--- src/rtl/seg_scan_decoder.sv ---
// Loopback decoder for the four-digit 7-segment scan bus: samples the
// multiplexed segments/enables, rebuilds MM:SS frames and flags bad scans.
module seg_scan_decoder #(
  parameter int unsigned SETTLE  = 1,
  parameter int unsigned GAP_MAX = 8
) (
  input  logic       fast_clk,
  input  logic       rst_n,
  input  logic [7:0] segments,
  input  logic [3:0] enables,
  output logic [3:0] minutes_tens,
  output logic [3:0] minutes_ones,
  output logic [3:0] seconds_tens,
  output logic [3:0] seconds_ones,
  output logic [3:0] dp,
  output logic       frame_valid,
  output logic       seg_err,
  output logic       order_err,
  output logic [7:0] frame_count
);

  localparam int unsigned STAB_W  = 5;
  localparam int unsigned GAP_W   = 8;
  localparam int unsigned DIGIT_W = 4;

  localparam logic [STAB_W-1:0]  STAB_SAT = '1;
  localparam logic [GAP_W-1:0]   GAP_SAT  = '1;
  localparam logic [DIGIT_W-1:0] BLANK    = 4'hA;
  localparam logic [DIGIT_W-1:0] BAD      = 4'hF;

  typedef enum logic [1:0] {HUNT, P2, P1, P0} state_t;

  state_t               state_q, state_d;
  logic [3:0]           en_q;
  logic [STAB_W-1:0]    stab_q, stab_d;
  logic [GAP_W-1:0]     gap_q, gap_d;
  logic [DIGIT_W-1:0]   sh3_q, sh3_d, sh2_q, sh2_d, sh1_q, sh1_d;
  logic [3:1]           sdp_q, sdp_d;

  logic [DIGIT_W-1:0]   mt_d, mo_d, st_d, so_d;
  logic [3:0]           dp_d;
  logic                 fv_d, se_d, oe_d;
  logic [7:0]           cnt_d;

  logic [DIGIT_W-1:0]   digit_c;
  logic                 code_ok_c;
  logic                 dp_bit_c;
  logic [1:0]           pos_c;
  logic [1:0]           exp_pos_c;
  logic                 single_c, gap_c, illegal_c;
  logic                 accept_c, gap_to_c;

  // Segment code table; bit 7 (dp) is decoded separately.
  always_comb begin
    digit_c   = BAD;
    code_ok_c = 1'b1;
    case (segments[6:0])
      7'h40:   digit_c = 4'h0;
      7'h79:   digit_c = 4'h1;
      7'h24:   digit_c = 4'h2;
      7'h30:   digit_c = 4'h3;
      7'h19:   digit_c = 4'h4;
      7'h12:   digit_c = 4'h5;
      7'h02:   digit_c = 4'h6;
      7'h78:   digit_c = 4'h7;
      7'h00:   digit_c = 4'h8;
      7'h10:   digit_c = 4'h9;
      7'h7F:   digit_c = BLANK;
      default: code_ok_c = 1'b0;
    endcase
  end

  assign dp_bit_c = ~segments[7];

  // Enable classification: single position, gap, or illegal.
  always_comb begin
    pos_c    = 2'd0;
    single_c = 1'b1;
    case (enables)
      4'b0111: pos_c = 2'd3;
      4'b1011: pos_c = 2'd2;
      4'b1101: pos_c = 2'd1;
      4'b1110: pos_c = 2'd0;
      default: single_c = 1'b0;
    endcase
  end

  assign gap_c     = (enables == 4'b1111);
  assign illegal_c = !single_c && !gap_c;

  // Counters saturate above any legal threshold so each hit happens once.
  always_comb begin
    stab_d = '0;
    gap_d  = '0;
    if (enables != en_q) begin
      stab_d = STAB_W'(1);
    end else if (stab_q == STAB_SAT) begin
      stab_d = STAB_SAT;
    end else begin
      stab_d = stab_q + STAB_W'(1);
    end
    if (gap_c) begin
      gap_d = (gap_q == GAP_SAT) ? GAP_SAT : gap_q + GAP_W'(1);
    end
  end

  assign accept_c = single_c && (stab_d == STAB_W'(SETTLE));
  assign gap_to_c = gap_c && (gap_d == GAP_W'(GAP_MAX));

  always_comb begin
    case (state_q)
      P2:      exp_pos_c = 2'd2;
      P1:      exp_pos_c = 2'd1;
      default: exp_pos_c = 2'd0;
    endcase
  end

  // Next-state and next-output logic.
  always_comb begin
    state_d = state_q;
    sh3_d   = sh3_q;
    sh2_d   = sh2_q;
    sh1_d   = sh1_q;
    sdp_d   = sdp_q;
    mt_d    = minutes_tens;
    mo_d    = minutes_ones;
    st_d    = seconds_tens;
    so_d    = seconds_ones;
    dp_d    = dp;
    cnt_d   = frame_count;
    fv_d    = 1'b0;
    oe_d    = 1'b0;
    se_d    = accept_c && !code_ok_c;

    if (state_q == HUNT) begin
      if (accept_c && pos_c == 2'd3) begin
        sh3_d    = digit_c;
        sdp_d[3] = dp_bit_c;
        state_d  = P2;
      end
    end else if (illegal_c || gap_to_c) begin
      oe_d    = 1'b1;
      state_d = HUNT;
    end else if (accept_c && pos_c == exp_pos_c) begin
      case (state_q)
        P2: begin
          sh2_d    = digit_c;
          sdp_d[2] = dp_bit_c;
          state_d  = P1;
        end
        P1: begin
          sh1_d    = digit_c;
          sdp_d[1] = dp_bit_c;
          state_d  = P0;
        end
        default: begin
          mt_d    = sh3_q;
          mo_d    = sh2_q;
          st_d    = sh1_q;
          so_d    = digit_c;
          dp_d    = {sdp_q, dp_bit_c};
          fv_d    = 1'b1;
          cnt_d   = frame_count + 8'd1;
          state_d = HUNT;
        end
      endcase
    end else if (accept_c) begin
      // A fresh position 3 restarts capture rather than waiting for the next scan.
      oe_d = 1'b1;
      if (pos_c == 2'd3) begin
        sh3_d    = digit_c;
        sdp_d[3] = dp_bit_c;
        state_d  = P2;
      end else begin
        state_d = HUNT;
      end
    end
  end

  always_ff @(posedge fast_clk or negedge rst_n) begin
    if (!rst_n) begin
      state_q      <= HUNT;
      en_q         <= 4'b1111;
      stab_q       <= '0;
      gap_q        <= '0;
      sh3_q        <= BLANK;
      sh2_q        <= BLANK;
      sh1_q        <= BLANK;
      sdp_q        <= '0;
      minutes_tens <= BLANK;
      minutes_ones <= BLANK;
      seconds_tens <= BLANK;
      seconds_ones <= BLANK;
      dp           <= '0;
      frame_valid  <= 1'b0;
      seg_err      <= 1'b0;
      order_err    <= 1'b0;
      frame_count  <= '0;
    end else begin
      state_q      <= state_d;
      en_q         <= enables;
      stab_q       <= stab_d;
      gap_q        <= gap_d;
      sh3_q        <= sh3_d;
      sh2_q        <= sh2_d;
      sh1_q        <= sh1_d;
      sdp_q        <= sdp_d;
      minutes_tens <= mt_d;
      minutes_ones <= mo_d;
      seconds_tens <= st_d;
      seconds_ones <= so_d;
      dp           <= dp_d;
      frame_valid  <= fv_d;
      seg_err      <= se_d;
      order_err    <= oe_d;
      frame_count  <= cnt_d;
    end
  end

endmodule

--- config.mk ---
export PLATFORM = sky130hd
export DESIGN_NAME = seg_scan_decoder
export DESIGN_NICKNAME = d
export VERILOG_FILES = /design/src/rtl/seg_scan_decoder.sv
export SDC_FILE = /design/constraint.sdc
export NUM_CORES = 1
export LEC_CHECK = 0
export ABC_AREA = 1
export CAP_MARGIN = 20
export CORE_MARGIN = 5
export CORE_UTILIZATION = 45
export DETAILED_ROUTE_END_ITERATION = 8
export GPL_ROUTABILITY_DRIVEN = 0
export PLACE_DENSITY = 0.77
export SETUP_SLACK_MARGIN = 0.4
export SYNTH_ARGS = -nofsm -noshare
export SYNTH_HDL_FRONTEND = slang
export SYNTH_SLANG_ARGS = --single-unit
export TNS_END_PERCENT = 5
--- constraint.sdc ---
create_clock -name fast_clk -period 2.35 [get_ports fast_clk]
set_input_delay 0.3525 -clock fast_clk [delete_from_list [all_inputs] [get_ports fast_clk]]
set_output_delay 0.3525 -clock fast_clk [all_outputs]
set_load 0.005 [all_outputs]
# After elaboration in Yosys (flattened, before gate mapping)
# Cells that the tools add are included.
# Widths: inputs -> output; s select.
# op_classes
n_shift,0
n_mul,0
add_sub_neg,3
eq_ne,27
reduce_logical,23
magnitude_cmp,0
div_mod_pow,0
muxes,39
bitwise,4
# op_table
op,count
$pmux 4 s11,1
$eq 7x7->1 const B,4
$mux 4,6
$eq 7x5->1 const B,3
$mux 1,18
$add 8x1->8 const B,2
$eq 4x4->1 const B,4
$mux 8,2
$eq 7x6->1 const B,2
$mux 2,6
$reduce_and 4->1,3
$reduce_or 11->1,1
$mux 5,2
$eq 8x4->1 const B,1
$eq 8x8->1 const B,1
$pmux 2 s2,2
$eq 7x2->1 const B,1
$logic_not 7->1,1
$logic_and 1x1->1,6
$pmux 2 s3,1
$add 5x1->5 const B,1
$eq 5x1->1 const B,1
$eq 5x5->1 const B,1
$reduce_and 5->1,1
other kinds (17),25
# totals
ramBits,0
reg_bits,65
inputBits,14
latchBits,0
memories,0
mem_bits_ro,0

# Logic depth before layout (Yosys ltp)
# Gate-level depths: netlist (run 1).
# depth
depth_word,9
mapped_depth,15

# Least setup slack after synthesis (run 1)
# OpenSTA, ideal clock, no wires.
# synth_timing
path_kind,register to register
from,reg stab_q[0]
to,reg frame_count[5]
stages_incl_launch_ff,13
slack_ps,501
setup_time_ps,117
t_arrival_ps,1733
cell_sequence,dfrtp_1 ha_1 nand3_1 nand2_1 o211ai_1 nand2_1 nor2_4 nand3_4 nor2_4 inv_4 buf_6 nand2_1 nand2_1
# synth_via
elab_chain_len,7
# synth_lines
element,line,source
start: declaration,35,"logic [STAB_W-1:0] stab_q, stab_d;"
start signal: assignment,202,stab_q <= stab_d;
$add 5x1->5 or $eq 5x5->1 (tied branches),"100, 97",
$mux 5 (*),97,end else if (stab_q == STAB_SAT) begin
$mux 5 (*),95,if (enables != en_q) begin
$eq 5x1->1 (*),107,assign accept_c = single_c && (stab_d == STAB_W'(SETTLE));
$logic_and 1x1->1 (*),107,
$logic_and 1x1->1 (*),144,end else if (accept_c && pos_c == exp_pos_c) begin
$reduce_and 4->1 (no line) (*),--,
end signal: assignment,216,frame_count <= cnt_d;
end: declaration,19,output logic [7:0] frame_count
# Mark *: on every way between the ends. The rest lies on a longest branch, timed or not.
# A chain may end at the register's enable or synchronous reset.

# Final worst setup path (run 1)
# layout_timing
from,reg stab_q[0]
to,reg dp[1]
# layout_via
elab_chain_len,7
# layout_lines
element,line,source
$add 5x1->5 or $eq 5x5->1 (tied branches),"100, 97",
$mux 5 (*),97,
$mux 5 (*),95,
$eq 5x1->1 (*),107,
$logic_and 1x1->1 (*),107,
$logic_and 1x1->1 (*),144,
$reduce_and 4->1 (no line) (*),--,
end signal: assignment,212,dp <= dp_d;
end: declaration,15,"output logic [3:0] dp,"
# Marked as above.

==> results of run 1 <==
==> per-layer routing <==
layer  track usage (%)  vias to the layer above  routed length, um
li1                  -                     1513                  -
met1              21.6                     1457               3420
met2              27.0                       80               3770
met3              4.32                       18                413
met4              6.91                        0                188
met5                 0                        -                  0
==> kinds of logic (layout without fill, tap and decap cells) <==
family | count (synthesis) | in the layout | share of synthesized area, %
AOI/OAI and AO/OA | 19 | 19 | 3.15
xor gates and xnor gates | 8 | 8 | 2.07
adders and majority gates | 8 | 8 | 2.96
buffers and inverters | 57 | 132 | 7.30
DFF | 65 | 65 | 48.8
and+or+nand+nor | 282 | 282 | 35.7
==> synthesized netlist by cell type (2+ instances only) <==
library cell	n	area, um^2
nand2_2	2	12.5
nand3_1	41	205
buf_6	2	22.5
nand3_2	3	30.0
dfstp_2	18	473
nor3_1	5	25.0
nand4_1	7	43.8
inv_1	47	176
or2_2	2	12.5
dfrtp_1	47	1180
ha_1	8	100
nor2_1	32	120
inv_2	2	7.51
o21ai_0	8	40.0
nor2_4	3	33.8
nand2_1	183	687
buf_4	4	30.0
xnor2_1	5	43.8
a21oi_1	5	25.0
o31ai_1	2	15.0
xor2_1	3	26.3
==> layout make-up <==
class / count / area [um^2] / share of cell area (%)
Sequential cell: 65 / 1650 / 37.0
Multi-Input combinational cell: 317 / 1580 / 35.5
Timing Repair Buffer: 65 / 671 / 15.1
Inverter: 51 / 201 / 4.52
Clock buffer: 10 / 138 / 3.09
Tap cell: 99 / 124 / 2.78
Clock inverter: 6 / 90.1 / 2.02
==> stage by stage <==
stage / setup slack [ns] / area [um^2]
final: 0.309 / 4450
after global placement: -0.000727 / 3980
after global routing: 0.125 / 4450
after detailed placement: -0.0149 / 3980
after floorplan: 0.501 / 3380
after CTS: 0.397 / 4300
==> where the power goes <==
| part | internal [W] | switching (W) |
|---|---|---|
| Combinational | 0.000581 | 0.000574 |
| Clock | 0.000629 | 0.000441 |
| Sequential | 0.00146 | 0.000196 |
==> timing repair <==
item	in CTS	in global routing
pin swaps	7	19
endpoints found under the setup margin	43	48
gates resized for setup	9	31
hold endpoints to repair	0	0
gates cloned	1	1
setup buffers	7	3
hold buffers	0	0
==> how the worst min path moves through the flow <==
| stage | slack [ns] | endpoint |
|---|---|---|
| 2_1_floorplan | 0.06 | dp[0] |
| 3_3_place_gp | 0.42 | gap_q[4] |
| 3_5_place_dp | 0.43 | gap_q[6] |
| 4_1_cts | 0.05 | stab_q[0] |
| 5_1_grt | 0.09 | gap_q[6] |
| 6_report | 0.05 | frame_count[5] |
==> flow_metrics.tcl, run 1 <==
set metrics [dict create \
    outcome "completed" \
    fin_crit_sh_pct 86.9 \
    min_period_ns 2.04 \
    power_density_nw_per_um2 872 \
    critPathKind "reg2reg" \
    ys_seq_area_share_pct 48.8 \
    arrival_ns 2.33 \
    rsz0062_at_grt "true" \
    relSlewSlack_pct 54.9 \
    hold_viol_final 0 \
    clk_pin_slew_ns 0.07 \
    die_width_um 96.6 \
    grt_pass1_vias 2968 \
    synth_enable_flop_cells 0 \
    numCtsBuffers 9 \
    cp-startpoint "stab_q[0]" \
    syn-mean-instance-area_um2 7.70 \
    dpl.cell_count 585 \
    cp_top_family "simple AND/OR/NAND/NOR gates" \
    grt_max_degree 39 \
    grt_pass1_wl_um 13200 \
    top_regs "frame_count x8, gap_q x8, stab_q x5" \
    start_util_pct 46.3 \
    synth.yosys.warnings 0 \
    detail_route.first_pass.iterations 4 \
    synth_ff_type "dfrtp_1" \
    max-cap-violations 0 \
    area_growth_pct 31.9 \
    final_nets 531 \
    min_path_type "in2async" \
    cts_root_buffer "clkbuf_8" \
    syn_area_um2 3380 \
    final_common_cell "nand2_1" \
    synth.distinct_cells 31 \
    utilization_pct 61.1 \
    start_kind "flop" \
    syn-num-nets 461 \
    drive_gt1_share_pct 19.1 \
    vdd_drop_max_uv 350 \
    cts.sinks 65 \
    crit_end "dp[1]" \
    fmax_mhz 490 \
    num_rows 31 \
    slowest_stage "dfrtp_1" \
    coreArea_um2 7290 \
    reg2reg_depth 14 \
    finClkSkew_ns 0.00659 \
    drtIter0Drc 203 \
    io_buffers 44 \
    ant_nets 0 \
    clk_path_buf_depth 2 \
    rr_startpoint "stab_q[0]" \
    layout_common_cells "nand2_1, dfrtp_1, inv_1, nand3_1, clkdlybuf4s50_1" \
    synthCells 439 \
    rrSetupSlack_ns 0.31 \
    post-route-drc-count 0 \
    path_common_cell "nand2_1" \
    vias 3068 \
    setup_viol 0 \
    hold_slack_ns 0.0456 \
    antenna_found_initial 0 \
    wl_um 7800 \
    num_antenna_cells 0 \
    max_stage_delay_ns 0.42 \
    die-area_um2 9340 \
    fill_cells 639 \
    htreeDepth 3 \
    tns_ns 0 \
    cp.depth 14 \
    async_reset_ff_share_pct 100 \
    worst_pin_slew_ns 0.676 \
    hpwl_um 5200 \
    power_w 0.00388 \
    worstPathRequired_ns 2.64 \
    synth-seq-cells 65 \
    grt_use_total_pct 16.8 \
    slew_violations 0 \
    clk_latency_ns 0.34 \
    viasPerCell 5.00 \
    crit_chain "ha_4 -> nand4_1 -> nand2_1 -> inv_1 -> nand2_1 -> nand2_1 -> nand2_1 -> nor2_4 -> nand3_4 -> nor2_4 -> buf_12 -> clkbuf_16 -> nand2_1 -> nand2_1" \
    layoutNonFillerInstCount 613 \
    r2r-end "dp[1]" \
    wl_per_cell_um 12.7 \
    p_leak_nw 2.25 \
    gr-total-overflow 0 \
    die_y_um 96.6 \
    io_pins 45 \
    cts_tree "built" \
    end_kind "flop" \
    cp_num_buf_inv 3 \
    path_max_fanout 7 \
]
No activity file was read; power rests on OpenSTA's default activity.
==> run 2, diff against run 1 <==
Settings changed: PLACE_DENSITY 0.77 to 0.8.
Clock period 2.35 ns to 1.8 ns, I/O delays scaled along.
==> run 2 against run 1 <==
  * The flow now finishes with violations (setup timing)
  * Setup slack lost 0.55 ns
  * Wire length increased by 6.2%
  * Critical path depth decreased by 2
  * Design area up 4.4%
  * Flip-flop and latch count stayed put
  * Critical path type unchanged
==> flow_metrics.tcl, run 2 (same netlist as run 1, synthesis figures left out) <==
set metrics [dict create \
    die_y_um 96.6 \
    vdd_drop_max_uv 416 \
    path_max_fanout 6 \
    numCtsBuffers 9 \
    reg2reg_depth 12 \
    wl_um 8280 \
    relSlewSlack_pct 76.0 \
    hold_viol_final 0 \
    finClkSkew_ns 0.00890 \
    cp_top_family "simple AND/OR/NAND/NOR gates" \
    drtIter0Drc 188 \
    rsz0062_at_grt "true" \
    worst_pin_slew_ns 0.361 \
    slowest_stage "dfrtp_1" \
    min-delay-start "enables[3]" \
    worstPathRequired_ns 2.08 \
    arrival_ns 2.31 \
    critPathKind "reg2reg" \
    clk_path_buf_depth 2 \
    gr-total-overflow 0 \
    drive_gt1_share_pct 23.9 \
    area_growth_pct 37.7 \
    grt_max_degree 37 \
    worstHoldPathCells 1 \
    worst_slack_ns -0.237 \
    detail_route.first_pass.iterations 5 \
    finish.instance_area_um2 4650 \
    clk_pin_slew_ns 0.08 \
    max_stage_delay_ns 0.43 \
    cts.sinks 65 \
    max-cap-violations 0 \
    num_antenna_cells 0 \
    crit_chain "ha_4 -> nand3_4 -> nand2_2 -> o211ai_1 -> nand2_2 -> nor2_4 -> nand3_4 -> nor2_4 -> buf_12 -> clkbuf_16 -> nand2_1 -> nand2_1" \
    power_density_nw_per_um2 1050 \
    outcome "finished with violations" \
    min_period_ns 2.04 \
    fill_cells 620 \
    vias 3164 \
    hpwl_um 5540 \
    grt_use_total_pct 17.0 \
    fmax_mhz 491 \
    post-route-drc-count 0 \
    hold_path_end "en_q[3]" \
    setup_viol 44 \
    io_buffers 44 \
    io_pins 45 \
    num_rows 31 \
    utilization_pct 63.8 \
    end_kind "flop" \
    die_width_um 96.6 \
    cp.depth 12 \
    start_util_pct 46.3 \
    coreArea_um2 7290 \
    grt_pass1_vias 3146 \
    rrSetupSlack_ns -0.24 \
    layout_common_cells "nand2_1, dfrtp_1, inv_1, buf_4, nand3_1" \
    power_w 0.00491 \
    clk_latency_ns 0.34 \
    top_regs "frame_count x8, gap_q x8, stab_q x5" \
    wl_per_cell_um 12.9 \
    ant_nets 0 \
    final_nets 560 \
    rr_startpoint "stab_q[0]" \
    grt_pass1_wl_um 13500 \
    min_path_type "in2reg" \
    cts_tree "built" \
    viasPerCell 4.93 \
    cts_root_buffer "clkbuf_8" \
    final_common_cell "nand2_1" \
    dp_slack_ns -0.441 \
    fin_crit_sh_pct 113 \
    die-area_um2 9340 \
    cp_num_buf_inv 2 \
    start_kind "flop" \
    p_leak_nw 2.48 \
    r2r-end "seconds_ones[1]" \
    dpl_cell_area_um2 4220 \
    htreeDepth 3 \
    failed_checks "setup timing" \
    slew_violations 0 \
    antenna_found_initial 0 \
]
[run 2: cell types whose count changed in the layout (fill, tap and decap cells not counted), moves of 3 or more]
cell and delta:
o21ai_1 +3, clkdlybuf4s15_1 +3, nor2_1 -3, clkdlybuf4s50_1 -28
buf_6 +3, buf_4 +25, nand2_1 +3, nand2_2 -4
dlygate4sd2_1 +26
[run 2: stage by stage]
step	setup TNS (ns)	hold WS [ns]	cells
after floorplan	0	-0.0256	439
after global placement	-15.62	0.204	617
after detailed placement	-18.52	0.199	617
after CTS	-1.10	0.207	637
after global routing	-10.20	0.203	642
final	-6.15	0.225	642
[run 2: how the worst max path moves through the flow]
stage	from	end	slack, ns
after detailed placement	enables[3]	dp[3]	-0.44
after global routing	stab_q[0]	seconds_ones[1]	-0.32
after floorplan	stab_q[0]	frame_count[5]	0.002
after CTS	stab_q[0]	minutes_ones[0]	-0.07
after global placement	enables[3]	sh3_q[0]	-0.37
final	stab_q[0]	seconds_ones[1]	-0.24
[run 2: power breakdown]
group          switching, W  internal (W)
sequential         0.000244       0.00191
combinational      0.000801      0.000685
clock              0.000618      0.000651
total               0.00166       0.00324
[run 2: layer usage]
metal  vias up  global-route usage [%]  share of wire [%]
li1       1575                       -                  -
met1      1489                    20.2                 42
met2        83                    29.0                 51
met3        17                    4.03                4.8
met4         0                    8.10                2.0
met5         -                       0                  0
[run 2: area by class of cell]
cell class | count | area, um^2 | area share, %
multi-input combinational | 317 | 1610 | 34.6
inverter | 51 | 204 | 4.39
timing repair buffer | 94 | 865 | 18.6
tap | 99 | 124 | 2.66
sequential | 65 | 1650 | 35.5
clock inverter | 7 | 77.6 | 1.67
clock buffer | 9 | 124 | 2.66
[run 2: repair_timing]
action                                 CTS  global route
buffers inserted                         3             2
hold buffers                             1             0
endpoints found under the hold margin   13             0
setup endpoints to repair               80            59
resized for setup                       59            21
pin swaps                               11            12
gates cloned                             0             3
==> run 3, diff against run 2 <==
Settings changed: GPL_ROUTABILITY_DRIVEN 0 to unset, HOLD_SLACK_MARGIN set to 0.06, TNS_END_PERCENT 5 to 1.
==> run 3 against run 2 <==
  * Fmax up 7.2%
  * Largest power group unchanged
  * Clock skew down 0.0021 ns
  * Worst hold slack worse by 0.0019 ns
  * Clock-buffer cell count unchanged
  * Via count down 2.7%
  * Wire length down 7.5%
  * First-iteration DRC count up 9.6%
  * The run still ends with setup timing left
==> flow_metrics.tcl, run 3 (same netlist as run 1, synthesis figures left out) <==
set metrics [dict create \
    crit_end "minutes_ones[0]" \
    setup_viol 37 \
    vias 3078 \
    die_width_um 96.6 \
    reg2reg_depth 14 \
    gp_congestion 0.864 \
    min_period_ns 1.90 \
    fin_crit_sh_pct 106 \
    grt_pass1_vias 3102 \
    post-route-drc-count 0 \
    failed_checks "setup timing" \
    rrSetupSlack_ns -0.10 \
    drtIter0Drc 206 \
    cts.sinks 65 \
    final_nets 552 \
    grt_pass1_wl_um 13300 \
    hold_viol_final 0 \
    worst_slack_ns -0.101 \
    path_max_fanout 27 \
    outcome "finished with violations" \
    antenna_found_initial 0 \
    r2r-end "minutes_ones[0]" \
    hpwl_um 5540 \
    layout_common_cells "nand2_1, inv_1, dfrtp_1, nand3_1, buf_4" \
    io_pins 45 \
    clk_pin_slew_ns 0.07 \
    wl_per_cell_um 12.1 \
    relSlewSlack_pct 76.2 \
    path_common_cell "nand2_1" \
    crit_chain "buf_4 -> nand3_1 -> nand2_1 -> nand2_1 -> inv_1 -> nand2_1 -> nand2_1 -> nand2_2 -> nor2_4 -> nand3_4 -> nor2_4 -> inv_4 -> nand2_1 -> nand2_1" \
    final_common_cell "nand2_1" \
    wl_um 7660 \
    vdd_drop_max_uv 369 \
    drive_gt1_share_pct 20.6 \
    die-area_um2 9340 \
    clk_latency_ns 0.34 \
    critPathKind "reg2reg" \
    viasPerCell 4.85 \
    power_density_nw_per_um2 1070 \
    start_kind "flop" \
    die_y_um 96.6 \
    num_antenna_cells 0 \
    dpl_cell_area_um2 4220 \
    max_stage_delay_ns 0.42 \
    cp-startpoint "stab_q[0]" \
    start_util_pct 46.3 \
    worst_pin_slew_ns 0.358 \
    slowest_stage "dfrtp_1" \
    min_path_type "in2reg" \
    numCtsBuffers 9 \
    num_rows 31 \
    end_kind "flop" \
    fmax_mhz 526 \
    grt_max_degree 37 \
    grt_use_total_pct 16.7 \
    coreArea_um2 7290 \
    worstPathRequired_ns 2.04 \
    rsz0062_at_grt "true" \
    tns_ns -2.42 \
    detail_route.first_pass.iterations 4 \
    ant_nets 0 \
    cts_tree "built" \
    max-cap-violations 0 \
    power_w 0.00477 \
    top_regs "frame_count x8, gap_q x8, stab_q x5" \
    clk_path_buf_depth 2 \
    finClkSkew_ns 0.00685 \
    area_growth_pct 32.3 \
    htreeDepth 3 \
    arrival_ns 2.14 \
    cts_root_buffer "clkbuf_8" \
    hold_slack_ns 0.223 \
    rr_startpoint "stab_q[0]" \
    gr-total-overflow 0 \
    io_buffers 44 \
    p_leak_nw 2.41 \
    slew_violations 0 \
    finish.instance_area_um2 4470 \
]
[run 3: changes by cell type in the layout (fill, tap and decap cells not counted), moves of 2 or more]
cell / previous run / this run
nand2_2: 16 / 12
clkbuf_16: 2 / 0
nor2_2: 4 / 2
o21ai_1: 4 / 2
nor2_1: 27 / 29
nand2_1: 168 / 173
o21ai_0: 5 / 7
buf_6: 4 / 0
nand3_1: 37 / 39
[run 3: critical path: cells and delay by family, from the launching register on]
| family | cells | cell delay (ns) |
|---|---|---|
| buffers and inverters | 3 | 0.35 |
| flip-flops | 1 | 0.42 |
| AND/OR/NAND/NOR | 11 | 1.03 |
[run 3: worst min-delay path by stage]
stage                     cells after the start       start       end  slack [ns]
final                                         1  enables[3]   en_q[3]        0.22
after global placement                        1       rst_n  gap_q[4]        0.20
after floorplan                               0       rst_n     dp[0]       -0.03
after CTS                                     1  enables[3]   en_q[3]        0.21
after detailed placement                      1       rst_n  gap_q[4]        0.20
after global routing                          1  enables[3]   en_q[3]        0.21
[run 3: area by class of cell]
class / instances / area (um^2)
clock inverters: 7 / 77.6
well taps: 99 / 124
multi-input cells: 317 / 1560
repair buffers: 86 / 742
fillers: 657 / 2820
inverters: 51 / 194
flip-flops and latches: 65 / 1650
clock buffers: 9 / 124
[run 3: power breakdown]
group	switching (W)	leakage, nW	internal (W)
registers	0.000239	0.814	0.00191
logic	0.000744	1.50	0.000623
clock network	0.000607	0.100	0.000651
total	0.00159	2.41	0.00318
[run 3: layer usage]
| layer | wire length, um | vias to the layer above | GRT usage, % |
|---|---|---|---|
| met5 | 0 | - | 0 |
| met4 | 125 | 0 | 7.99 |
| met3 | 318 | 12 | 4.03 |
| met2 | 3820 | 63 | 27.9 |
| met1 | 3400 | 1449 | 20.1 |
| li1 | - | 1554 | - |
[run 3: timing repair]
action | CTS | global route
setup endpoints to repair | 80 | 59
endpoints found under the hold margin | 13 | 0
hold buffers | 1 | 0
pin swaps | 2 | 1
resized for setup | 47 | 9
setup buffers | 0 | 0
[run 3: stage by stage]
stage / std cells / setup slack, ns / utilization, %
final: 634 / -0.101 / 61.3
after global routing: 634 / -0.303 / 61.3
after CTS: 634 / -0.0844 / 60.9
after detailed placement: 617 / -0.441 / 57.9
after global placement: 617 / -0.367 / 57.9
after floorplan: 439 / 0.00171 / -
